[config.mk]
export PLATFORM = sky130hd
export DESIGN_NAME = lz4_seq_scheduler
export DESIGN_NICKNAME = d
export VERILOG_FILES = /design/src/rtl/lz4_pkg.sv /design/src/rtl/lz4_lit_counter.sv /design/src/rtl/lz4_seq_scheduler.sv
export SDC_FILE = /design/constraint.sdc
export NUM_CORES = 1
export LEC_CHECK = 0
export CAP_MARGIN = 10
export CORE_ASPECT_RATIO = 1.5
export CORE_UTILIZATION = 25
export DETAILED_ROUTE_END_ITERATION = 10
export GPL_ROUTABILITY_DRIVEN = 0
export PLACE_DENSITY_LB_ADDON = 0.08
export REMOVE_ABC_BUFFERS = 1
export SYNTH_ARGS = -nofsm -noshare
export SYNTH_HDL_FRONTEND = slang
export SYNTH_SLANG_ARGS = --single-unit
[constraint.sdc]
create_clock -name clk -period 2.63 [get_ports clk]
set_clock_uncertainty 0.2 [all_clocks]
set_input_delay 0.3945 -clock clk [delete_from_list [all_inputs] [get_ports clk]]
set_output_delay 0.3945 -clock clk [all_outputs]
set_load 0.02 [all_outputs]
[src/rtl/lz4_pkg.sv]
// Shared types and widths for the LZ4 sequence scheduler.
// Holds the FSM state encoding and the literal word-count helper.
package lz4_pkg;

  localparam int OFS_W   = 16;
  localparam int LEN_W   = 32;
  // ceil((2^32-1)/4) = 2^30, which needs 31 bits
  localparam int WORDS_W = LEN_W - 1;

  typedef enum logic [2:0] {
    IDLE,
    START,
    WAIT_SEQ,
    ISSUE,
    LIT,
    WAIT_SEG,
    FLUSH,
    DONE
  } state_t;

  function automatic logic [WORDS_W-1:0] ceil_words(input logic [LEN_W-1:0] len);
    logic [LEN_W:0] sum;
    sum = {1'b0, len} + (LEN_W+1)'(3);
    return sum[LEN_W:2];
  endfunction

endpackage

[src/rtl/lz4_lit_counter.sv]
// Remaining literal-word counter: loads ceil(len/4), counts down on each beat.
// Load has priority over decrement; the count never wraps below zero.
module lz4_lit_counter
  import lz4_pkg::*;
(
  input  logic             clk,
  input  logic             rstN,
  input  logic             load,
  input  logic [LEN_W-1:0] unmatch_len,
  input  logic             dec,
  output logic             zero,
  output logic             last
);

  logic [WORDS_W-1:0] count;

  always_ff @(posedge clk) begin
    if (!rstN) begin
      count <= '0;
    end else if (load) begin
      count <= ceil_words(unmatch_len);
    end else if (dec && (count != '0)) begin
      count <= count - WORDS_W'(1);
    end
  end

  assign zero = (count == '0);
  assign last = (count == WORDS_W'(1));

endmodule

[src/rtl/lz4_seq_scheduler.sv]
// Frame sequencer between the match finder, literal FIFO and LZ4 encoder.
// Literal words pass FIFO->encoder combinationally; empty FIFO stalls without penalty.
module lz4_seq_scheduler
  import lz4_pkg::*;
(
  input  logic             clk,
  input  logic             rstN,
  input  logic             frame_start,
  input  logic             frame_end,
  input  logic             seq_valid,
  output logic             seq_ready,
  input  logic [OFS_W-1:0] seq_offset,
  input  logic [LEN_W-1:0] seq_match_len,
  input  logic [LEN_W-1:0] seq_unmatch_len,
  input  logic [31:0]      lit_data,
  input  logic             lit_empty,
  output logic             lit_rd_en,
  output logic [OFS_W-1:0] match_offset,
  output logic [LEN_W-1:0] match_length,
  output logic [LEN_W-1:0] unmatch_length,
  output logic             info_valid,
  output logic [31:0]      unmatch_data,
  output logic             data_valid,
  output logic             encode_en,
  output logic             compress_start,
  output logic             compress_done,
  input  logic             seg_done,
  input  logic             encode_done,
  input  logic             encode_busy,
  output logic             busy,
  output logic             frame_done,
  output logic [15:0]      seq_count
);

  state_t           state;
  state_t           state_nxt;
  logic             pending;
  logic [OFS_W-1:0] ofs_q;
  logic [LEN_W-1:0] mlen_q;
  logic [LEN_W-1:0] ulen_q;
  logic             accept;
  logic             lit_zero;
  logic             lit_last;

  assign accept = (state == WAIT_SEQ) && seq_valid;

  lz4_lit_counter u_lit_counter (
    .clk         (clk),
    .rstN        (rstN),
    .load        (accept),
    .unmatch_len (seq_unmatch_len),
    .dec         (data_valid),
    .zero        (lit_zero),
    .last        (lit_last)
  );

  always_ff @(posedge clk) begin
    if (!rstN) begin
      state     <= IDLE;
      pending   <= 1'b0;
      ofs_q     <= '0;
      mlen_q    <= '0;
      ulen_q    <= '0;
      seq_count <= '0;
    end else begin
      state <= state_nxt;
      // DONE wins so a late frame_end cannot leak into the next frame
      if (state == DONE) begin
        pending <= 1'b0;
      end else if ((state != IDLE) && frame_end) begin
        pending <= 1'b1;
      end
      if (accept) begin
        ofs_q  <= seq_offset;
        mlen_q <= seq_match_len;
        ulen_q <= seq_unmatch_len;
      end
      if (state == START) begin
        seq_count <= '0;
      end else if (state == ISSUE) begin
        seq_count <= seq_count + 16'd1;
      end
    end
  end

  always_comb begin
    state_nxt      = state;
    seq_ready      = 1'b0;
    lit_rd_en      = 1'b0;
    match_offset   = '0;
    match_length   = '0;
    unmatch_length = '0;
    info_valid     = 1'b0;
    unmatch_data   = '0;
    data_valid     = 1'b0;
    compress_start = 1'b0;
    compress_done  = 1'b0;
    frame_done     = 1'b0;
    encode_en      = (state != IDLE);
    busy           = (state != IDLE);

    case (state)
      IDLE: begin
        if (frame_start) state_nxt = START;
      end
      START: begin
        compress_start = 1'b1;
        state_nxt      = WAIT_SEQ;
      end
      WAIT_SEQ: begin
        seq_ready = 1'b1;
        if (seq_valid) begin
          state_nxt = ISSUE;
        end else if (pending && !encode_busy) begin
          state_nxt = FLUSH;
        end
      end
      ISSUE: begin
        info_valid     = 1'b1;
        match_offset   = ofs_q;
        match_length   = mlen_q;
        unmatch_length = ulen_q;
        state_nxt      = lit_zero ? WAIT_SEG : LIT;
      end
      LIT: begin
        data_valid   = !lit_empty && !lit_zero;
        lit_rd_en    = data_valid;
        unmatch_data = data_valid ? lit_data : '0;
        if (data_valid && lit_last) state_nxt = WAIT_SEG;
      end
      WAIT_SEG: begin
        if (seg_done) state_nxt = WAIT_SEQ;
      end
      FLUSH: begin
        compress_done = 1'b1;
        if (encode_done) state_nxt = DONE;
      end
      DONE: begin
        frame_done = 1'b1;
        state_nxt  = IDLE;
      end
      default: state_nxt = IDLE;
    endcase
  end

endmodule

==> reports/qor.txt, run 1 <==
status -> complete, but fails checks
failing checks -> setup timing
CTS hold repair buffers -> 0
P&R area growth vs syn -> 57.8%
pwr/cell area -> 530 nW/um^2
ant diodes -> 0
Final Max Slew Viols -> 0
core area -> 28,000 sq um
yosys warns -> 0
r2r setup slk -> 0.10 ns
number of library cell types mapped by synthesis -> 62
period utilization -> 109%
GRT overflow -> 0
Pleak -> 0.00473 uW
# rows -> 75
max-capacitance violation count -> 0
setup TNS -> -8.12 ns
Final min period -> 2.88 ns
DR vias -> 7,448
Slew HR -> 69.1%
Worst Setup Start Kind -> register
drt initial violations -> 185
vias per cell -> 4.66
Final ANT Viol Nets -> 0
total CTS buffers -> 17
Critical Path AT -> 2.28 ns
Post-synth EDFFs -> 0
first-pass GRT wire length -> 39,400 um
dominant cells by area after synthesis -> dfxtp_1 37%, nand2_1 10%, a21boi_0 8.3%, and2_1 7.8%, and3_1 3.4%
worst setup margin -> -0.248 ns
CP endpoint kind -> primary output
biggest area consumer among synthesized cells -> dfxtp_1
dpl ws -> -0.208 ns
launch point of the worst reg-to-reg path -> u_lit_counter.count[16]
Metal-1 WL -> 9880 um
initial core utilization -> 25.3%
initial antenna violation count -> 0
Hold Path End -> u_lit_counter.count[15]
most frequent cell after synthesis -> nand2_1
Total GRT Usage -> 17.3%
FF-to-FF path depth -> 9
Hold Startpoint -> rstN
Highest Clock Rate -> 347 MHz
Syn Area/Cell -> 7.71 sq um
clk root buf -> clkbuf_16
final-report hold violation count -> 0
Die Ht -> 208 um
wire length on met2 -> 12,900 um
crit-path max FO -> 33
Top FF cell, synth -> dfxtp_1
# IOs -> 258
clock-pin slew reported for the worst setup and hold paths after clock tree synthesis -> 0.05 ns
DR top layer -> met4
Min-Delay Path Class -> in -> reg
largest net degree at the start of global routing -> 74
die width -> 139 um
RR Endpoint -> u_lit_counter.count[1]
Worst VDD drop -> 0.000502 V
vias in the first global route -> 7,436
H-tree depth -> 4
final WL -> 24,600 um
Post-Place Cell Area -> 10,800 sq um
synthesized flop and latch total -> 131
worst slew pin tran -> 0.460 ns
WHS Path Cells -> 3
dpl hpwl -> 17,800 um
synth cell count leaders -> 193 x nand2_1, 131 x dfxtp_1, 88 x and2_1, 78 x a21boi_0, 54 x clkbuf_1
wire length per cell -> 15.4 um
TritonCTS clock tree -> built
total die area -> 29,000 sq um
Design Area, Final -> 11,200 sq um
synthesized area -> 7090 sq um
Syn Inst Count -> 919
CP Class -> reg -> out
CTS Sinks -> 131
Synth top area share -> 37.0%
Final Setup Violations -> 34
worst skew pair latency -> 0.42 ns
ys async rst share -> 0%
TritonRoute pass-1 iters -> 4
RSZ-0062 raised after global routing -> true
Port Buffer Count -> 257
final net count -> 1,366
WP data required -> 2.04 ns
clock buffer depth -> 2
Seq/Total Area, Yosys -> 37.0%
Post-route DRC -> 0
share of layout cells above drive strength 1 -> 16.0%
met3 wire len -> 1470 um
## state kept, by name (all words and copies together) (netlist names)
signal               cells
state                    3
seq_count               16
ulen_q                  32
mlen_q                  32
u_lit_counter.count     31
ofs_q                   16
pending                  1
## layout make-up
class	instances	area [sq um]
Sequential cell	131	2620
Fill cell	3023	16800
Clock buffer	22	464
Tap cell	346	433
Timing Repair Buffer	367	3300
Inverter	11	41.3
Clock inverter	9	82.6
Multi-Input combinational cell	713	4230
## per-stage QoR
stage,instances,util (%),hold slack [ns],power [uW]
floorplan,855,-,0.232,2850
global placement,1564,38.5,0.245,3670
detailed placement,1564,38.5,0.245,3670
CTS,1599,39.8,0.143,6000
global route,1599,40.0,0.156,6260
finish,1599,40.0,0.162,5930
## per-layer routing
layer / global-route usage, % / vias to the layer above
met5: 0 / -
met4: 6.21 / 0
met3: 4.65 / 21
met2: 32.4 / 194
met1: 18.3 / 3452
li1: - / 3781
## cell usage in the layout (no fill, tap or decap), drive strengths merged, types with 10 or more instances in the layout
master         netlist  routed
a21boi              78      78
a21oi               27      27
and2                88      88
and3                39      39
buf                 10     146
clkbuf              54      22
clkdlybuf4s50        0     141
dfxtp              131     131
dlygate4sd2          0      76
inv                 11      11
nand2              195     195
nand3               26      26
nand4               20      20
nor2                46      46
nor3                18      18
nor4                10      10
o21ai               27      27
xnor2               26      26
xor2                26      26
## worst max-delay path by stage
stage | start | endpoint | slack (ns)
2_1_floorplan | state[1] | u_lit_counter.count[24] | -4.22
3_3_place_gp | u_lit_counter.count[0] | unmatch_data[11] | -0.18
3_5_place_dp | u_lit_counter.count[0] | unmatch_data[11] | -0.21
4_1_cts | u_lit_counter.count[12] | unmatch_data[11] | -0.29
5_1_grt | u_lit_counter.count[16] | unmatch_data[8] | -0.36
6_report | u_lit_counter.count[16] | unmatch_data[18] | -0.25
## critical path, stage by stage (launching register included)
cell     delay, ns
dfxtp_2       0.31
or4_4         0.55
nor4_4        0.32
nand4_4       0.16
buf_12        0.19
and3_1        0.18
buf_2         0.15
## power by group
group	switching, uW	internal [uW]	total (uW)	leakage, uW
Clock	917	1340	2260	0.000266
Sequential	44.4	2070	2110	0.00106
Combinational	794	763	1560	0.00341
## what timing repair did
action	CTS	global route
buffers inserted	3	1
cloned	1	0
pin swaps	3	6
resized for setup	222	13
endpoints found under the setup margin	114	44
## cells by family (layout without fill, tap and decap cells)
| logic type | after synthesis | in the layout | share of synthesized area [%] |
|---|---|---|---|
| DFF | 131 | 131 | 37.0 |
| and+or+nand+nor | 482 | 482 | 34.6 |
| xor gates and xnor gates | 52 | 52 | 6.43 |
| adders and majority gates | 4 | 4 | 0.706 |
| muxes | 1 | 1 | 0.141 |
| AOI/OAI and AO/OA | 174 | 174 | 17.0 |
| buffers and inverters | 75 | 409 | 4.10 |
Note: power is estimated with default switching activity, not from simulation.
==> inputs of run 2 (changes only) <==
CORE_UTILIZATION = 41   (was 25)
==> reports/qor.txt, run 2 (synthesized netlist as in run 1, its figures left out) <==
status -> complete, but fails checks
failing checks -> setup timing
leading cell type in the layout, fill and taps excluded -> nand2_1
Worst Setup Start Kind -> register
Final Util -> 65.1%
pwr/cell area -> 547 nW/um^2
Slew HR -> 71.4%
DR vias -> 7,520
dpl ws -> -0.187 ns
H-tree depth -> 4
drt initial violations -> 269
period utilization -> 109%
CP endpoint kind -> primary output
total die area -> 17,800 sq um
GRT overflow -> 0
WHS Path Cells -> 2
crit-path cells -> or4_4 > nor4_4 > nand4_4 > buf_12 > and3_1 > buf_2
initial core utilization -> 42.1%
total chip power -> 5990 uW
final net count -> 1,360
largest registers -> mlen_q (32), ulen_q (32), u_lit_counter.count (31)
wire length per cell -> 14.6 um
Post-route DRC -> 0
slowest cell on the critical path -> or4_4
largest net degree at the start of global routing -> 42
clock buffer depth -> 2
worst setup margin -> -0.246 ns
WP data required -> 2.04 ns
CP delay by family, top -> simple AND/OR/NAND/NOR gates
dpl hpwl -> 15,500 um
# IOs -> 258
Post-Place Cell Area -> 10,500 sq um
vias in the first global route -> 7,197
initial antenna violation count -> 0
Port Buffer Count -> 257
core area -> 16,800 sq um
most frequent cells in the layout -> 192 x nand2_1, 141 x clkdlybuf4s50_1, 128 x dfxtp_1
Min-Delay Path Class -> reg -> reg
Worst VDD drop -> 0.000426 V
vias per cell -> 5.16
CP Depth -> 6
clk root buf -> clkbuf_16
worst skew pair latency -> 0.42 ns
CP Class -> reg -> out
Critical Path AT -> 2.28 ns
FF-to-FF path depth -> 9
Final min period -> 2.88 ns
Final Setup Violations -> 34
share of layout cells above drive strength 1 -> 16.0%
RSZ-0062 raised after global routing -> true
Highest Clock Rate -> 348 MHz
Final ANT Viol Nets -> 0
TritonCTS clock tree -> built
total CTS buffers -> 17
# rows -> 58
die width -> 109 um
Design Area, Final -> 11,000 sq um
Final Max Slew Viols -> 0
Die Ht -> 163 um
worst slew pin tran -> 0.427 ns
final-report hold violation count -> 0
max incr delay on CP -> 0.54 ns
crit-path max FO -> 34
setup TNS -> -7.96 ns
TritonRoute pass-1 iters -> 5
ant diodes -> 0
clock-pin slew reported for the worst setup and hold paths after clock tree synthesis -> 0.06 ns
r2r setup slk -> 0.03 ns
Pleak -> 0.00469 uW
Total GRT Usage -> 24.2%
CTS Sinks -> 131
max-capacitance violation count -> 0
first-pass GRT wire length -> 34,000 um
final WL -> 21,400 um
CP bufs+invs -> 2
P&R area growth vs syn -> 54.7%
run 2: cell count changes in the layout (fill, tap and decap cells not counted), sizes merged:
cell           previous run  this run
clkinv                    6         3
inv                      11        13
bufinv                    1         2
bufbuf                    0         1
dlygate4sd2              76        73
clkdlybuf4s15             4         6
clkinvlp                  2         4
buf                     146       139
run 2: area by class of cell:
class                           count  area [sq um]
Timing Repair Buffer              361          3220
Sequential cell                   131          2630
Tap cell                          210           263
Clock inverter                     11           126
Fill cell                        1578          5880
Multi-Input combinational cell    713          4220
Clock buffer                       21           470
Inverter                           11          41.3
run 2: power by group:
part / total [uW] / internal, uW / switching [uW] / leakage (uW)
registers: 2120 / 2070 / 48.5 / 0.00106
clock network: 2380 / 1470 / 909 / 0.000282
logic: 1490 / 727 / 763 / 0.00335
run 2: per-layer routing:
| layer | GRT usage, % | routed length, um | up-vias |
|---|---|---|---|
| met1 | 25.4 | 8260 | 3438 |
| met3 | 8.00 | 1870 | 40 |
| met5 | 0 | 0 | - |
| li1 | - | - | 3784 |
| met4 | 8.91 | 567 | 0 |
| met2 | 43.9 | 10700 | 258 |
run 2: repair_timing:
action                                  4_1_cts  5_1_grt
hold buffers                                  0        0
endpoints found under the setup margin      114       47
gates cloned                                  1        0
pin swaps                                     3        3
buffers inserted                              2        0
gates resized for setup                     221       24
endpoints found under the hold margin         0        0
run 2: worst register-to-register path: stages, from the launching register on:
cell	delay [ns]
dfxtp_2	0.31
or4_4	0.54
nor4_4	0.33
nand4_4	0.15
buf_12	0.20
nand2_2	0.09
inv_2	0.04
buf_4	0.15
a22o_1	0.24
a311oi_2	0.26
run 2: worst paths after layout:
check                           end               startpoint
min reg2reg               ulen_q[1]                ulen_q[1]
max reg2reg  u_lit_counter.count[1]  u_lit_counter.count[16]
max                unmatch_data[18]  u_lit_counter.count[16]
min                       ulen_q[1]                ulen_q[1]
run 2: per-stage QoR:
step	hold WS, ns	cells
3_3_place_gp	0.239	1423
4_1_cts	0.225	1458
3_5_place_dp	0.243	1423
5_1_grt	0.274	1458
2_1_floorplan	0.232	855
6_report	0.249	1458
==> inputs of run 3 (changes only) <==
PLACE_DENSITY = 0.87   (was not set)
PLACE_DENSITY_LB_ADDON = not set   (was 0.08)
==> reports/qor.txt, run 3 (synthesized netlist as in run 1, its figures left out) <==
Design Area, Final -> 11,000 sq um
TritonRoute pass-1 iters -> 5
Slew HR -> 62.9%
Hold Startpoint -> rstN
crit path from -> u_lit_counter.count[16]
leading cell type in the layout, fill and taps excluded -> nand2_1
ant diodes -> 0
total die area -> 17,800 sq um
Hold Path End -> u_lit_counter.count[28]
share of layout cells above drive strength 1 -> 15.1%
Final Max Slew Viols -> 0
clock-pin slew reported for the worst setup and hold paths after clock tree synthesis -> 0.06 ns
Post-route DRC -> 0
most frequent cells in the layout -> 192 x nand2_1, 141 x clkdlybuf4s50_1, 130 x dfxtp_1
final-report hold violation count -> 0
largest net degree at the start of global routing -> 65
Critical Path AT -> 2.27 ns
# rows -> 58
core area -> 16,800 sq um
Worst VDD drop -> 0.000455 V
final net count -> 1,352
failing checks -> setup timing
largest registers -> mlen_q (32), ulen_q (32), u_lit_counter.count (31)
launch point of the worst reg-to-reg path -> u_lit_counter.count[22]
final WL -> 22,100 um
CTS hold repair buffers -> 0
Post-Place Cell Area -> 10,500 sq um
initial antenna violation count -> 0
Highest Clock Rate -> 350 MHz
WHS Path Cells -> 4
first-pass GRT wire length -> 35,000 um
max-capacitance violation count -> 0
pwr/cell area -> 584 nW/um^2
Worst Setup Start Kind -> register
P&R area growth vs syn -> 55.4%
wire length per cell -> 15.2 um
r2r setup slk -> 0.06 ns
initial core utilization -> 42.1%
total CTS buffers -> 17
clock buffer depth -> 2
Final Setup Violations -> 34
crit-path max FO -> 34
vias in the first global route -> 7,565
RSZ-0062 raised after global routing -> true
die width -> 109 um
placed cells -> 1,415
vias per cell -> 5.32
TritonCTS clock tree -> built
status -> complete, but fails checks
WP data required -> 2.04 ns
Die Ht -> 163 um
worst slew pin tran -> 0.552 ns
period utilization -> 109%
clk root buf -> clkbuf_16
DR vias -> 7,712
Final ANT Viol Nets -> 0
Final min period -> 2.86 ns
Min-Delay Path Class -> in -> reg
CP endpoint kind -> primary output
Total GRT Usage -> 24.8%
dpl hpwl -> 16,200 um
Port Buffer Count -> 257
GRT overflow -> 0
# IOs -> 258
Hold WS -> 0.231 ns
Pleak -> 0.00471 uW
RR Endpoint -> u_lit_counter.count[24]
worst skew pair latency -> 0.41 ns
dpl ws -> -0.199 ns
H-tree depth -> 4
CP Class -> reg -> out
Post-Layout Cell Count -> 1,449
CTS Sinks -> 131
worst setup margin -> -0.231 ns
FF-to-FF path depth -> 7
drt initial violations -> 309
[run 3: cell types whose count changed in the layout (fill, tap and decap cells not counted), sizes merged]
cell / change
buf: -8
inv: -1
bufbuf: -1
clkbuf: -3
clkdlybuf4s15: -2
dlygate4sd2: +4
clkinvlp: -3
bufinv: +5
[run 3: where the power goes]
group	internal, uW	leakage, uW	switching, uW
Combinational	731	0.00331	772
Clock	1900	0.000334	906
Sequential	2070	0.00106	52.8
Total	4700	0.00471	1730
[run 3: critical path, cell delays in order (launching register included)]
cell     delay (ns)
dfxtp_1        0.31
or4_4          0.55
nor4_4         0.31
nand4_4        0.16
buf_12         0.19
and3_1         0.18
buf_2          0.15
[run 3: through the flow]
| step | util (%) | setup TNS, ns | total power, uW |
|---|---|---|---|
| global placement | 62.2 | -4.76 | 3520 |
| global route | 65.4 | -10.67 | 6690 |
| detailed placement | 62.2 | -6.57 | 3560 |
| CTS | 64.8 | -7.98 | 6380 |
| floorplan | - | -434.42 | 2850 |
| finish | 65.4 | -7.23 | 6430 |
[run 3: area by class of cell]
cell class	count	area (sq um)
Fill cell	1438	5830
Multi-Input combinational cell	713	4230
Timing Repair Buffer	353	3150
Sequential cell	131	2620
Clock buffer	19	443
Tap cell	210	263
Clock inverter	12	253
Inverter	11	41.3
[run 3: worst max path at each step]
stage	cells after the start	to	slack (ns)
4_1_cts	6	unmatch_data[31]	-0.26
6_report	6	unmatch_data[31]	-0.23
2_1_floorplan	4	u_lit_counter.count[24]	-4.22
3_3_place_gp	6	unmatch_data[21]	-0.15
5_1_grt	6	unmatch_data[20]	-0.33
3_5_place_dp	8	u_lit_counter.count[23]	-0.20
[run 3: repair_timing]
| item | 4_1_cts | 5_1_grt |
|---|---|---|
| endpoints found under the setup margin | 115 | 45 |
| pin swaps | 2 | 3 |
| hold endpoints to repair | 0 | 0 |
| buffers inserted | 0 | 3 |
| gates resized for setup | 221 | 23 |
[run 3: per-layer routing]
layer	vias to the layer above	share of wire, %	wire length [um]	global-route usage [%]
li1	3760	-	-	-
met1	3562	36	7920	24.7
met2	315	53	11600	46.1
met3	75	7.2	1580	5.76
met4	0	4.4	968	13.8
met5	-	0	0	0
